### config.mk
export PLATFORM = sky130hd
export DESIGN_NAME = stream_rr_arb
export DESIGN_NICKNAME = d
export VERILOG_FILES = /design/src/rtl/stream_rr_arb.sv
export SDC_FILE = /design/constraint.sdc
export NUM_CORES = 1
export LEC_CHECK = 0
export CORE_MARGIN = 10
export CORE_UTILIZATION = 27
export DETAILED_ROUTE_END_ITERATION = 8
export GPL_ROUTABILITY_DRIVEN = 1
export PLACE_DENSITY = 0.65
export SYNTH_ARGS = -nofsm -noshare
export SYNTH_HDL_FRONTEND = slang
export SYNTH_SLANG_ARGS = --single-unit
export TNS_END_PERCENT = 5
### constraint.sdc
create_clock -name clk -period 1.3 [get_ports clk]
set_input_delay 0.325 -clock clk [delete_from_list [all_inputs] [get_ports clk]]
set_output_delay 0.325 -clock clk [all_outputs]
set_load 0.03 [all_outputs]
### src/rtl/stream_rr_arb.sv
`default_nettype none
// ============================================================================
//  Module   : stream_rr_arb
//  Purpose  : Two-input packet arbiter that shares one valid/ready/last stream
//             consumer. It grants one whole packet at a time, round-robin under
//             contention, and drives a single registered output stage.
//  Revision : 1.0  initial release
// ============================================================================
module stream_rr_arb #(
    parameter int LEN   = 8,
    parameter int CNT_W = 8
) (
    input  logic             clk,
    input  logic             rst,
    input  logic             valid_0,
    input  logic [LEN-1:0]   data_0,
    input  logic             last_0,
    output logic             ready_0,
    input  logic             valid_1,
    input  logic [LEN-1:0]   data_1,
    input  logic             last_1,
    output logic             ready_1,
    output logic             valid,
    output logic [LEN-1:0]   data,
    output logic             last,
    input  logic             ready,
    output logic             grant,
    output logic             busy,
    output logic [CNT_W-1:0] pkt_cnt_0,
    output logic [CNT_W-1:0] pkt_cnt_1
);

    typedef enum logic [1:0] {
        IDLE = 2'd0,
        OWN0 = 2'd1,
        OWN1 = 2'd2
    } state_t;

    localparam logic [CNT_W-1:0] c_CNT_ONE = {{(CNT_W-1){1'b0}}, 1'b1};

    state_t           state_q, state_d;
    logic             grant_q, grant_d;
    logic             valid_q, valid_d;
    logic [LEN-1:0]   data_q,  data_d;
    logic             last_q,  last_d;
    logic [CNT_W-1:0] cnt_0_q, cnt_0_d;
    logic [CNT_W-1:0] cnt_1_q, cnt_1_d;

    logic             w_out_free;
    logic             w_acc_0;
    logic             w_acc_1;

    // The output register can take a beat when empty or draining this cycle.
    assign w_out_free = ~valid_q | ready;
    assign ready_0    = (state_q == OWN0) & w_out_free;
    assign ready_1    = (state_q == OWN1) & w_out_free;
    assign w_acc_0    = valid_0 & ready_0;
    assign w_acc_1    = valid_1 & ready_1;

    always_comb begin
        state_d = state_q;
        grant_d = grant_q;
        valid_d = valid_q;
        data_d  = data_q;
        last_d  = last_q;
        cnt_0_d = cnt_0_q;
        cnt_1_d = cnt_1_q;

        case (state_q)
            IDLE: begin
                // On a tie, input 0 wins when input 1 held the previous grant.
                if (valid_0 && (!valid_1 || grant_q)) begin
                    state_d = OWN0;
                    grant_d = 1'b0;
                end else if (valid_1) begin
                    state_d = OWN1;
                    grant_d = 1'b1;
                end
            end
            OWN0: begin
                if (w_acc_0 && last_0) begin
                    state_d = IDLE;
                    cnt_0_d = cnt_0_q + c_CNT_ONE;
                end
            end
            OWN1: begin
                if (w_acc_1 && last_1) begin
                    state_d = IDLE;
                    cnt_1_d = cnt_1_q + c_CNT_ONE;
                end
            end
            default: state_d = IDLE;
        endcase

        if (w_acc_0) begin
            valid_d = 1'b1;
            data_d  = data_0;
            last_d  = last_0;
        end else if (w_acc_1) begin
            valid_d = 1'b1;
            data_d  = data_1;
            last_d  = last_1;
        end else if (ready) begin
            valid_d = 1'b0;
        end
    end

    always_ff @(posedge clk or posedge rst) begin
        if (rst) begin
            state_q <= IDLE;
            grant_q <= 1'b1;
            valid_q <= 1'b0;
            data_q  <= '0;
            last_q  <= 1'b0;
            cnt_0_q <= '0;
            cnt_1_q <= '0;
        end else begin
            state_q <= state_d;
            grant_q <= grant_d;
            valid_q <= valid_d;
            data_q  <= data_d;
            last_q  <= last_d;
            cnt_0_q <= cnt_0_d;
            cnt_1_q <= cnt_1_d;
        end
    end

    assign valid     = valid_q;
    assign data      = data_q;
    assign last      = last_q;
    assign grant     = grant_q;
    assign busy      = (state_q != IDLE);
    assign pkt_cnt_0 = cnt_0_q;
    assign pkt_cnt_1 = cnt_1_q;

endmodule
`default_nettype wire

==> results of run 1 <==
routing by layer:
| layer | up-vias | global-route usage | routed length (um) |
|---|---|---|---|
| li1 | 594 | - | - |
| met1 | 546 | 0.110 | 1690 |
| met2 | 38 | 0.134 | 1700 |
| met3 | 4 | 0.0436 | 306 |
| met4 | 0 | 0.0308 | 29 |
| met5 | - | 0 | 0 |
registers in the layout, indices dropped and copies added (netlist names):
register   flops
data           8
valid          1
last           1
state_q        2
pkt_cnt_0      8
pkt_cnt_1      8
grant          1
worst min path at each step:
stage,to,slack (ns),from
after floorplan,grant,0.39,valid_0
after global placement,pkt_cnt_1[7],0.47,pkt_cnt_1[7]
after detailed placement,pkt_cnt_1[7],0.47,pkt_cnt_1[7]
after CTS,data[0],0.38,rst
after global routing,pkt_cnt_1[7],0.40,rst
final,pkt_cnt_0[1],0.38,rst
cells by family after synthesis:
family,synth area share
XOR/XNOR,0.0858
multiplexers,0.0797
flip-flops,0.509
adder cells (fa/ha/maj),0.0175
AND/OR/NAND/NOR,0.208
buffers and inverters,0.0289
AO/OA/AOI/OAI,0.0709
power by group:
group	switching, mW	total [mW]	internal, mW
sequential	0.300	1.54	1.24
clock	0.358	0.726	0.368
combinational	1.52	2.95	1.43
through the flow:
stage	hold slack [ns]	power (mW)
floorplan	0.388	3.05
global placement	0.466	4.12
detailed placement	0.467	4.16
CTS	0.378	5.14
global route	0.403	5.59
finish	0.378	5.22
layout make-up:
| cell class | instances | area (um^2) | area share |
|---|---|---|---|
| timing repair buffer | 80 | 752 | 0.316 |
| sequential | 29 | 732 | 0.308 |
| inverter | 2 | 7.51 | 0.00315 |
| tap | 70 | 87.6 | 0.0368 |
| clock inverter | 3 | 17.5 | 0.00736 |
| clock buffer | 5 | 68.8 | 0.0289 |
| multi-input combinational | 89 | 714 | 0.300 |
critical path: stages, from the launching register on:
cell and delay (ns):
sky130_fd_sc_hd__dfrtp_2 0.47, sky130_fd_sc_hd__nand2b_4 0.18, sky130_fd_sc_hd__buf_6 0.13, sky130_fd_sc_hd__nor3_4 0.24
sky130_fd_sc_hd__buf_4 0.17, sky130_fd_sc_hd__nand2_2 0.05, sky130_fd_sc_hd__xnor2_1 0.12
cell usage after synthesis (all sizes together):
cell type  count  area (um^2)
xnor2         12          105
buf            3         33.8
nand3b         2         15.0
a21oi         13         87.6
nand2b         5         46.3
dfstp          1         26.3
nor3           2         32.5
mux2           3         33.8
and3           3         18.8
a31oi          1         6.26
mux2i          8         80.1
dfrtp         28          701
nor4           1         21.3
nor2          14         60.1
a211oi         1         7.51
or3b           1         8.76
xor2           2         17.5
nand4          8         50.1
nor2b          1         6.26
ha             2         25.0
inv            2         7.51
nand2          9         33.8
nand3          1         5.00
timing repair:
item | in CTS | in global routing
endpoints found under the setup margin | 30 | 33
resized for setup | 20 | 12
pin swaps | 14 | 5
buffers inserted | 5 | 2
==> impl_results.md, run 1 <==
* Status: finished with violations
* Synthesized instance count at about 120
* Remaining routing DRC violations at 0
* Fraction of layout instances using a drive strength above 1 at 0.466
* CTS tree: done
* Number of diodes at 0
* Global placement routability congestion at approximately 0.73
* Data arrival time of the critical path at between 1.5 and 2 ns
* Peak fanout along the critical path at 6
* Wire length of the first global-routing pass at 6180 um
* Final Setup Violations at 29
* I/O pin cnt at 53
* Crit share post-route at 1.13
* Yosys warning total at 0
* Minimum clock period after layout at ~1.5 ns
* Reg-to-reg critical path endpoint: pkt_cnt_0[3]
* Area enclosed by the die boundary at 8600 um^2
* Vias at 1182
* CTS root buf: sky130_fd_sc_hd__clkbuf_8
* Post-route ant nets at 0
* Post-synthesis area per instance at 11.6 um^2
* Number of maximum-capacitance violations at 0
* Number of global-route vias before repair at around 1300
* Die Y at ~90 um
* Filler cell count in the final layout at 490
* Sequential area share after synthesis at 0.509
* CP endpoint: pkt_cnt_0[3]
* DPL Wire Length at ~2800 um
* Core region area at around 5100 um^2
* Final core area utilization at 0.466
* Synthesized Nets at 148
* Tightest Pin Transition at ~0.24 ns
* Site Rows at 26
* Power density over the cells at approximately 2200 nW/um^2
* Post-route non-filler standard cell count at 278
* Most common library cell in the layout ignoring fill and taps: sky130_fd_sc_hd__buf_4
* Iteration-0 DRC count of the detailed router at 36
* Leak pwr at 1.10 nW
* Violations in the final reports: setup timing
* Final Cell Area at around 2400 um^2
* Source of the worst register-to-register timing path: state_q[1]
* Combined global-route utilization of all metal layers at 0.0896
* Worst hold path class: input port to asynchronous set/reset pin
* Highest-count cells in the layout ignoring fill and taps: 41 x sky130_fd_sc_hd__buf_4, 24 x sky130_fd_sc_hd__dfrtp_1, 20 x sky130_fd_sc_hd__clkdlybuf4s50_1, 13 x sky130_fd_sc_hd__buf_6, 12 x sky130_fd_sc_hd__xnor2_1
* H-tree Lvls at 2
* Number of buffers added on ports at 52
* Critical path type: flop to flop
* CTS hold repair buffers at 0
* Number of distinct standard cells referenced by the synthesized netlist at 27
* Worst path required time at 1.46 ns
* Final sum of negative setup slack at -2.97 ns
* Initial Util at 0.280
* Sort of element at the end of the critical path: flop
* Largest net degree at the start of global routing at 30
* Number of endpoints with negative hold slack in the final report at 0
* Post-Place Setup Slack at -0.479 ns
* Nature of the critical path startpoint: flop
* First-pass DRT Iterations at 4
* Net total in the final layout at between 200 and 250
* Placed cell areas at ~2100 um^2
* Total congestion overflow after global routing at 0
* Maximum operating frequency at 0.678 GHz
* Worst reg-to-reg path cell count at 6
* Antenna violations before repair at 0
* Post-Synthesis Cell Area at about 1400 um^2
* Via density at 4.25
* Maximum ir drop on the vdd rail at 0.927 mV
* Worst Slack Setup Final at -0.175 ns
* Worst max-slew margin expressed relative to the limit at 0.839
* Total clock buffers created by CTS at 5
* Layout-stage area growth over the synthesis result at 66.5%
* Number of synthesized register bits at 29
* Later-pin clock latency in the skew report at between 0.2 and 0.3 ns
* Number of max-slew violations in the final report at 0
* R2r setup slk at -0.18 ns
* Launching element of the worst setup path: state_q[1]
* Die X-Extent at around 93 um
* Detailed-route wire length per cell at 13.4 um
* Clock Tree Buf Depth at 2
* Setup repair after global routing missed its margin: true
* Setup skew after layout at between 0.006 and 0.007 ns
* Wire length after detailed routing at 3720 um
* Sinks on the clock net at 29
* Clock-pin slew of the registers on the worst-case setup and hold paths at roughly 0.070 ns
* Number of placed cells counting well taps at 263
(Power assumes the default switching activity.)
==> inputs of run 2 (changes only) <==
--- a/config.mk
+++ b/config.mk
@@ -5,8 +5,11 @@
 export SDC_FILE = /design/constraint.sdc
 export NUM_CORES = 1
 export LEC_CHECK = 0
+export CAP_MARGIN = 20
 export CORE_MARGIN = 10
 export CORE_UTILIZATION = 27
+export CTS_CLUSTER_DIAMETER = 120
+export CTS_CLUSTER_SIZE = 8
 export DETAILED_ROUTE_END_ITERATION = 8
 export GPL_ROUTABILITY_DRIVEN = 1
 export PLACE_DENSITY = 0.65
==> results of run 2 <==
No change in the layout: final DEF, timing and power equal those of run 1.
